$ cat config.mk
export PLATFORM = sky130hd
export DESIGN_NAME = snn_input_loader
export DESIGN_NICKNAME = d
export VERILOG_FILES = /design/src/rtl/snn_pkg.sv /design/src/rtl/input_ram_784x1.sv /design/src/rtl/snn_input_loader.sv
export SDC_FILE = /design/constraint.sdc
export NUM_CORES = 1
export LEC_CHECK = 0
export CAP_MARGIN = 20
export CORE_MARGIN = 4
export CORE_UTILIZATION = 55
export DETAILED_ROUTE_END_ITERATION = 16
export PLACE_DENSITY = 0.83
export SETUP_SLACK_MARGIN = 0.5
export SKIP_CTS_REPAIR_TIMING = 1
export SLEW_MARGIN = 20
export SYNTH_ARGS = -nofsm -noshare
export SYNTH_HDL_FRONTEND = slang
export SYNTH_SLANG_ARGS = --single-unit
$ cat constraint.sdc
create_clock -name clk -period 3.9 [get_ports clk]
set_clock_uncertainty 0.1 [all_clocks]
set_input_delay 0.585 -clock clk [delete_from_list [all_inputs] [get_ports clk]]
set_output_delay 0.585 -clock clk [all_outputs]
set_load 0.005 [all_outputs]
$ cat src/rtl/snn_pkg.sv
// Shared sizing, loader FSM states and address helper for the snn_core input-image path.
package snn_pkg;

  localparam int IMG_BITS  = 784;
  localparam int ADDR_W    = 10;
  localparam int NUM_BYTES = (IMG_BITS + 7) / 8;
  localparam int CNT_W     = $clog2(NUM_BYTES);

  typedef enum logic [1:0] {
    LOAD,
    START,
    RUN
  } loader_state_t;

  // First pixel address covered by byte k of the incoming stream.
  function automatic logic [ADDR_W-1:0] byte_base(input logic [CNT_W-1:0] k);
    return ADDR_W'(k) << 3;
  endfunction

endpackage

$ cat src/rtl/input_ram_784x1.sv
// 784x1 image RAM: 8-pixel write lane at a base address, synchronous 1-cycle read.
module input_ram_784x1
  import snn_pkg::*;
(
  input  logic              clk,
  input  logic              rst,
  input  logic              wr_en,
  input  logic [ADDR_W-1:0] wr_base,
  input  logic [7:0]        wr_data,
  input  logic [ADDR_W-1:0] rd_addr,
  output logic              rd_data
);

  logic mem [IMG_BITS];

  // Bits past the last pixel of the final byte are dropped.
  always_ff @(posedge clk) begin
    if (wr_en) begin
      for (int b = 0; b < 8; b++) begin
        if ((wr_base + ADDR_W'(b)) < ADDR_W'(IMG_BITS)) begin
          mem[wr_base + ADDR_W'(b)] <= wr_data[b];
        end
      end
    end
  end

  always_ff @(posedge clk or posedge rst) begin
    if (rst) begin
      rd_data <= 1'b0;
    end else begin
      rd_data <= (rd_addr < ADDR_W'(IMG_BITS)) ? mem[rd_addr] : 1'b0;
    end
  end

endmodule

$ cat src/rtl/snn_input_loader.sv
// Unpacks a UART byte stream into the image RAM, then kicks snn_core and latches its digit.
module snn_input_loader
  import snn_pkg::*;
(
  input  logic              clk,
  input  logic              rst,
  input  logic [7:0]        rx_data,
  input  logic              rx_rdy,
  input  logic [ADDR_W-1:0] addr_input_unit,
  output logic              q_input,
  output logic              start,
  input  logic              done,
  input  logic [3:0]        digit,
  output logic [3:0]        result,
  output logic              result_vld,
  output logic              busy,
  output logic              overrun
);

  loader_state_t     state;
  logic [CNT_W-1:0]  byte_cnt;
  logic              wr_en;
  logic [ADDR_W-1:0] wr_base;
  logic [7:0]        wr_data;

  // Accepted bytes are staged for one cycle so the RAM write lands in the following cycle.
  always_ff @(posedge clk or posedge rst) begin
    if (rst) begin
      state      <= LOAD;
      byte_cnt   <= '0;
      start      <= 1'b0;
      result     <= '0;
      result_vld <= 1'b0;
      busy       <= 1'b0;
      overrun    <= 1'b0;
      wr_en      <= 1'b0;
      wr_base    <= '0;
      wr_data    <= '0;
    end else begin
      start      <= 1'b0;
      result_vld <= 1'b0;
      wr_en      <= 1'b0;
      case (state)
        LOAD: begin
          if (rx_rdy) begin
            wr_en   <= 1'b1;
            wr_base <= byte_base(byte_cnt);
            wr_data <= rx_data;
            overrun <= 1'b0;
            if (byte_cnt == CNT_W'(NUM_BYTES - 1)) begin
              byte_cnt <= '0;
              state    <= START;
            end else begin
              byte_cnt <= byte_cnt + 1'b1;
            end
          end
        end
        START: begin
          start <= 1'b1;
          busy  <= 1'b1;
          state <= RUN;
          if (rx_rdy) overrun <= 1'b1;
        end
        RUN: begin
          if (rx_rdy) overrun <= 1'b1;
          if (done) begin
            result     <= digit;
            result_vld <= 1'b1;
            busy       <= 1'b0;
            byte_cnt   <= '0;
            state      <= LOAD;
          end
        end
        default: state <= LOAD;
      endcase
    end
  end

  input_ram_784x1 u_ram (
    .clk     (clk),
    .rst     (rst),
    .wr_en   (wr_en),
    .wr_base (wr_base),
    .wr_data (wr_data),
    .rd_addr (addr_input_unit),
    .rd_data (q_input)
  );

endmodule

# Yosys cells after proc, flatten, opt, wreduce, memory -nomap -nowiden
# Memories as Yosys holds them, arrays and structs flattened.
# Index checks and enable logic that the tools add are counted.
op_classes:
  n_shift: 0
  n_mul: 0
  n_eq_ne: 7
  order_cmp: 9
  addsub: 8
  bitwise: 0
  muxes: 43
  reduce_logical: 11
  div: 0
ops:
  columns: ["operator", "count"]
  rows:
  - ["10-bit less-than comparator (second input constant)", 9]
  - ["10-bit by 3-bit adder with 10-bit output (second input constant)", 4]
  - ["1-bit 2-to-1 mux", 33]
  - ["7-bit 2-to-1 mux", 3]
  - ["10-bit by 2-bit adder with 10-bit output (second input constant)", 2]
  - ["7-bit case mux with 2 select lines", 1]
  - ["10-bit by 1-bit adder with 10-bit output (second input constant)", 1]
  - ["3-bit AND reduction", 3]
  - ["7-bit by 1-bit adder with 7-bit output (second input constant)", 1]
  - ["7-bit == test (second input constant)", 1]
  - ["2-bit 2-to-1 mux", 3]
  - ["2-bit inequality test (second input constant)", 3]
  - ["2-bit case mux with 3 select lines", 1]
  - ["2-bit AND reduction", 3]
  - ["2-bit nonzero test", 3]
  - ["1-bit case mux with 2 select lines", 2]
  - ["2-bit by 1-bit == test with 1-bit output (second input constant)", 1]
  - ["2-bit == test (second input constant)", 1]
  - ["2-bit zero test", 1]
  - ["2-bit by 1-bit inequality test with 1-bit output (second input constant)", 1]
  - ["2-bit OR reduction", 1]
word_totals:
  n_memories: 1
  in_bits: 26
  elab_cells: 90
  rom_bits: 0
  ram_bits: 784
  ff_bits: 34
  latch_bits: 0
memory_table:
  columns: ["memory", "depth", "word_bits", "read_ports", "rd_clocked_by_memory_dff", "wr", "line_no", "source"]
  rows:
  - ["u_ram.mem", 784, 1, 1, 0, 8, "input_ram_784x1.sv:14", "logic mem [IMG_BITS];"]

# Depth between registers and ports, before layout
# Gate-level depths: netlist of the first run.
depth:
  word_depth: 5
  mapped_depth: 13
  ltp_nobuf: 8

# Cells and area by module
# Synthesis of the first run repeated with hierarchy kept, for this count alone.
unflattened:
  cells_unflattened: 17802
  area_unflattened_um2: 127629.9
by_module_without_submodules:
  columns: ["mod", "area_each_um2", "n_inst", "cells_per_inst"]
  rows:
  - ["input_ram_784x1", 126121.0, 1, 17683]
  - ["snn_input_loader", 1508.9, 1, 119]

# Worst setup path before layout of the first run
# No wires, ideal clock.
synth_timing:
  kind: "input port to flip-flop"
  start: "input port addr_input_unit[1]"
  end: "register u_ram.rd_data"
  n_path_buf: 3
  setup_slack_ps: 1004
  required_ps: 3678
  arrival_time_ps: 2675
  path_stages: 10
  path_cell_list: "buf_4 -> buf_2 -> buf_1 -> mux4_2 -> mux4_2 -> nand2_1 -> nand2_1 -> a211oi_1 -> o211ai_1 -> a32o_1"
synth_via:
  elab_chain_cells: 2
  elab_cells_between_ends: 3
  classes_between: "order compare: 1; mux: 1; memory: 1"
synth_rtl:
  columns: ["item", "line_no", "source"]
  rows:
  - ["start: declaration", "snn_input_loader.sv:9", "input logic [ADDR_W-1:0] addr_input_unit,"]
  - ["memory 784 x 1 bit or 10-bit less-than comparator (tied branches)", null, null]
  - ["1-bit 2-to-1 mux *", "input_ram_784x1.sv:31", "rd_data <= (rd_addr < ADDR_W'(IMG_BITS)) ? mem[rd_addr] : 1'b0;"]
  - ["end signal: assignment", "input_ram_784x1.sv:31", null]
  - ["end: declaration", "input_ram_784x1.sv:11", "output logic rd_data"]
# Every way passes the cells marked *; elsewhere a longest branch is shown, timed or not.
# A chain may end at the register's enable or synchronous reset.

# Worst setup path after layout of the first run
layout_timing:
  start: "input port addr_input_unit[0]"
  end: "register u_ram.rd_data"
# The elaborated chain is that of the path after synthesis.

==> impl_metrics.ini, run 1 <==
[run_status]
status = complete, no violations

[worst_setup_path]
cp_max_fo = 37
critPathLaunch = addr_input_unit[0]
crit_family = compound AO/OA/AOI/OAI gates
worstReg2RegStart = wr_base[5]
critPathLaunchType = primary input
reg2reg_depth = 3
reg2reg_slack_ns = 1.03
critPathArrivalTime_ns = 3.46
crit_chain = buf_8 > buf_12 > buf_12 > mux4_2 > a2111oi_0 > a21oi_1 > o31ai_1 > o211ai_1 > a32o_1
worstSetupPathDepth = 9
r2r_end = u_ram.mem[392]
crit_buf_inv = 3
critPathKind = in -> reg
worstSetupEndpoint = u_ram.rd_data
required_ns = 4.31
slowest_stage = mux4_2
critPathMaxStageDelay_ns = 0.53
critPathCaptureType = flip-flop
critPathMostFrequentCell = buf_12

[yosys]
ys_ff_latch = 818
ys_types = 58
synth_top_flop_cell = edfxtp_1
ys_warn_count = 0
syn_area_um2 = 32370
async_reset_ff_frac = 0.04156
postSynthCellCount = 1651
synth_area_per_cell_um2 = 19.60
ys_seq_area_frac = 0.7537
synth_edf_count = 784
syn-num-nets = 1683

[clock_tree]
cts-root-buf = clkbuf_16
cts_tree = done
cts.path.max_buffers = 3
numCtsBuffers = 80
clkTransAtPathRegs_ns = 0.06
cts_sinks = 818
cts_max_level = 3
worstSkewPairLatency_ns = 0.62

[sta]
slew_viol_final = 0
hold_slack_ns = 0.1602
fin_ws_ns = 0.8471
worst_pin_slew_ns = 1.171
fmax_ghz = 0.3276
slew_headroom = 0.2192
finalSetupTns_ns = 0
hold_viol_final = 0
timing.final.crit_share = 0.7828
setup_violations = 0
layout_min_cycle_time_ns = 3.053
rsz0062_at_grt = no

[finish]
nFillCells = 3663
n_antenna_cell = 0
final_nets = 1783
final_common_cell = edfxtp_1
regArea_um2 = 24420
final_cell_mix = 784 x edfxtp_1, 162 x mux4_2, 128 x nor2_1, 94 x mux2i_1, 85 x clkbuf_16
drive_above_1_share = 0.2157
areaGrowthSynthToFinish_pct = 12.36
multi_input_area_um2 = 7366

[drt]
drtAntennaViolNets = 0
wl_per_cell_um = 29.80
post-route-drc-count = 0
dr_total_vias = 17300
viasPerCell = 6.710
wirelength_um = 76830
dr.pass1.iters = 6
drt-initial-drc-count = 2490

[grt]
grt-ovfl-total = 0
track_usage = 0.2445
antenna_found_initial = 2
grt_max_degree = 83
grt_pass1_wl_um = 115000
first_global_vias = 18260

[floorplan]
start_util = 0.5578
die_h_um = 250.6
core_area_um2 = 58030
io_pins = 35
die_area_um2 = 62790
rows = 88
die_w_um = 250.6

[flow_run]
maxCapViolations = 0

[place]
pre_cts_ws_ns = 0.3631
port_buffers = 34
hpwl_um = 42590
gp_congestion = 0.8222

[power_and_ir_drop]
vdd_drop_max_mv = 0.7881
power_density_nw_per_um2 = 605.5
p_leak_uw = 0.01172

[worst_hold_path]
worstHoldPathType = in -> async
-- through the flow --
stage	util	total power, uW	area [um2]	instances
2_1_floorplan	-	12870	32370	1651
3_3_place_gp	0.5820	14400	33770	2432
3_5_place_dp	0.5820	14510	33770	2432
4_1_cts	0.6259	21960	36320	2576
5_1_grt	0.6267	22610	36360	2578
6_report	0.6267	22020	36360	2578
-- final cells by class --
type / count / share of cell area
Inverter: 16 / 0.001652
Tap cell: 765 / 0.02632
Timing Repair Buffer: 108 / 0.02784
Multi-Input combinational cell: 727 / 0.2026
Sequential cell: 818 / 0.6716
Clock inverter: 37 / 0.008430
Clock buffer: 107 / 0.06159
-- where the power goes --
group	internal, uW	total, uW	switching, uW
clock network	4360	7550	3190
registers	10900	12000	1080
logic	773	2480	1700
-- metal layers --
metal | share of wire | GRT usage | vias up | routed length [um]
li1 | - | - | 6951 | -
met5 | 0.00044 | 0 | - | 34
met4 | 0.038 | 0.08781 | 4 | 2903
met3 | 0.12 | 0.06417 | 227 | 9321
met2 | 0.48 | 0.3879 | 1314 | 37090
met1 | 0.36 | 0.3335 | 8802 | 27480
-- sequential cells by signal (all words and copies together), names as in the netlist --
signal / count
busy: 1
byte_cnt: 7
overrun: 1
result: 4
result_vld: 1
start: 1
state: 2
u_ram.mem: 784
u_ram.rd_data: 1
wr_base: 7
wr_data: 8
wr_en: 1
-- cell families after synthesis --
| logic type | after synthesis | share of synthesized area |
|---|---|---|
| DFF | 818 | 0.7537 |
| muxes | 280 | 0.1506 |
| and+or+nand+nor | 270 | 0.03642 |
| AOI/OAI and AO/OA | 171 | 0.03792 |
| buffers and inverters | 106 | 0.01906 |
| adders and majority gates | 6 | 0.002319 |
-- synth_stat cells (all sizes together), types with 6 or more instances --
master  count  area share
o31ai       8      0.0019
o211ai     11      0.0026
a221oi     34      0.0096
nand3      15      0.0023
nand2      64      0.0074
mux2       23      0.0080
nor2b      12      0.0023
nor2      129       0.015
nand2b     14      0.0027
edfxtp    784        0.73
nor3       16      0.0025
buf        51       0.013
mux2i      94       0.029
mux4      163        0.11
ha          6      0.0023
a21oi      29      0.0045
a22oi      27      0.0063
inv        16      0.0019
dfrtp      34       0.026
clkbuf     39      0.0045
o21ai      26      0.0040
-- worst min path at each step --
stage	startpoint	to	slack, ns
6_report	rst	start	0.16
3_3_place_gp	busy	busy	0.39
3_5_place_dp	result[2]	result[2]	0.40
4_1_cts	rst	start	0.15
5_1_grt	rst	start	0.17
2_1_floorplan	busy	busy	0.39
No activity file was read; power rests on OpenSTA's default activity.
==> run 2: changes to the inputs <==
--- a/config.mk
+++ b/config.mk
@@ -9,7 +9,7 @@
 export CORE_MARGIN = 4
 export CORE_UTILIZATION = 55
 export DETAILED_ROUTE_END_ITERATION = 16
-export PLACE_DENSITY = 0.83
+export PLACE_DENSITY = 0.86
 export SETUP_SLACK_MARGIN = 0.5
 export SKIP_CTS_REPAIR_TIMING = 1
 export SLEW_MARGIN = 20
==> constraint.sdc (replaced) <==
create_clock -name clk -period 2.5 [get_ports clk]
set_clock_uncertainty 0.1 [all_clocks]
set_input_delay 0.375 -clock clk [delete_from_list [all_inputs] [get_ports clk]]
set_output_delay 0.375 -clock clk [all_outputs]
set_load 0.005 [all_outputs]
==> run 2 against run 1 <==
- the flow now finishes with violations (negative setup slack)
- sequential power is 54% higher
- global-route usage is 1.8 points higher
- utilization is 3.7 points higher
- flip-flop and latch count stayed put
- power is 60% higher
- register-to-register slack worse by 1.2 ns
- final cell count is 8.5% higher
- critical path depth is 2 lower
- clock-buffer cell count is 2 lower
- non-clock buffer count is 216 higher
- combinational power is 95% higher
- sequential share of layout area is 3.7 points lower
- largest cell class unchanged
==> impl_metrics.ini, run 2 (synthesis gave the netlist of run 1 again) <==
[floorplan]
rows = 88
die_h_um = 250.6
io_pins = 35
die_w_um = 250.6
core_area_um2 = 58030
die_area_um2 = 62790
start_util = 0.5578

[worst_setup_path]
crit_chain = mux4_2 > mux4_2 > nor2_4 > a311oi_2 > o41ai_2 > o211ai_1 > a32o_1
crit_buf_inv = 0
r2r_end = u_ram.rd_data
reg2reg_slack_ns = -0.20
critPathLaunchType = flip-flop
critPathArrivalTime_ns = 3.10
reg2reg_depth = 7
crit_family = multiplexers
worstReg2RegStart = u_ram.mem[736]
critPathMaxStageDelay_ns = 0.53
critPathMostFrequentCell = mux4_2
critPathCaptureType = flip-flop
required_ns = 2.90
critPathKind = reg -> reg
cp_max_fo = 1
slowest_stage = mux4_2

[finish]
final_nets = 2000
regMostFlops = u_ram.mem
drive_above_1_share = 0.3237
largest_reg_flops = 784
final_common_cell = edfxtp_1
post-route-util = 0.6634
areaGrowthSynthToFinish_pct = 18.94
reg.largest.list = u_ram.mem x784, wr_data x8
final_cell_mix = 784 x edfxtp_1, 256 x buf_4, 163 x mux4_2, 109 x nor2_1, 94 x mux2i_1
n_antenna_cell = 0
nFillCells = 3393
postLayoutCellArea_um2 = 38500

[flow_run]
maxCapViolations = 0

[run_status]
status = finished with violations
violations = negative setup slack

[sta]
slew_viol_final = 0
timing.final.crit_share = 1.080
layout_min_cycle_time_ns = 2.701
hold_viol_final = 0
hold_slack_ns = 0.07404
setup_violations = 1
slew_headroom = 0.3117
rsz0062_at_grt = yes
worst_pin_slew_ns = 1.032
fmax_ghz = 0.3703
fin_ws_ns = -0.2007

[power_and_ir_drop]
vdd_drop_max_mv = 1.488
intPower_uw = 25400
p_leak_uw = 0.01299
pwr-share-clk = 0.337
power_density_nw_per_um2 = 912.4
p_sw_frac = 0.2769
p_sw_uw = 9727
p_seq_frac = 0.526
combPwrFrac = 0.138

[drt]
met3_length_um = 9647
dr_total_vias = 18380
drtAntennaViolNets = 0
top_layer = met4
wl_per_cell_um = 29.36
dr.pass1.iters = 5
m1WireLength_um = 28410
post-route-drc-count = 0
drt-initial-drc-count = 2656
wirelength_um = 82140
viasPerCell = 6.570
wl_met2_um = 40060

[clock_tree]
cts_max_level = 3
worstSkewPairLatency_ns = 0.62
cts_tree = done
numCtsBuffers = 81
cts.path.max_buffers = 3
cts-root-buf = clkbuf_16
clkTransAtPathRegs_ns = 0.06
cts_sinks = 818

[worst_hold_path]
worstHoldPathType = in -> async

[place]
hpwl_um = 47720
port_buffers = 34
dpl_cell_area_um2 = 35680
gp_congestion = 0.8599

[grt]
track_usage = 0.2621
grt-ovfl-total = 0
grt_max_degree = 69
grt_pass1_wl_um = 123200
first_global_vias = 19700
antenna_found_initial = 0
[run 2: worst max path at each step]
stage | start | end | slack, ns | depth (start not counted)
floorplan | addr_input_unit[0] | u_ram.rd_data | 0.01 | 10
global placement | addr_input_unit[0] | u_ram.rd_data | -0.51 | 10
detailed placement | addr_input_unit[0] | u_ram.rd_data | -0.63 | 13
CTS | u_ram.mem[559] | u_ram.rd_data | -0.20 | 8
global route | u_ram.mem[559] | u_ram.rd_data | -0.19 | 8
finish | u_ram.mem[736] | u_ram.rd_data | -0.20 | 7
[run 2: final cells by class]
cell class | count | area (um2) | share of cell area
sequential | 818 | 24430 | 0.6346
multi-input combinational | 727 | 7566 | 0.1965
timing repair buffer | 324 | 2908 | 0.07554
clock buffer | 105 | 2233 | 0.05802
tap | 765 | 957.2 | 0.02486
clock inverter | 43 | 340.3 | 0.008841
inverter | 16 | 60.06 | 0.001560
[run 2: routing by layer]
metal  global-route usage  vias to the layer above
met3              0.06801                      331
met1               0.3391                     9257
met5                    0                        -
met2               0.4262                     1413
met4               0.1136                        0
li1                     -                     7381
[run 2: through the flow]
stage               std cells  power, uW  setup slack (ns)  TNS [ns]
floorplan                1651      20130           0.01429         0
global placement         2643      22890           -0.5135   -0.5135
detailed placement       2643      23090           -0.6318   -0.6318
CTS                      2791      34770           -0.2026   -0.2026
global route             2798      36070           -0.1918   -0.1918
finish                   2798      35120           -0.2007   -0.2007
[run 2: power by group through the flow]
| stage | clock, uW | sequential [uW] | combinational, uW |
|---|---|---|---|
| floorplan | 0 | 18300 | 1790 |
| global placement | 0 | 18600 | 4300 |
| detailed placement | 0 | 18700 | 4440 |
| CTS | 11900 | 18400 | 4490 |
| global route | 12500 | 18500 | 5050 |
| finish | 11800 | 18500 | 4830 |
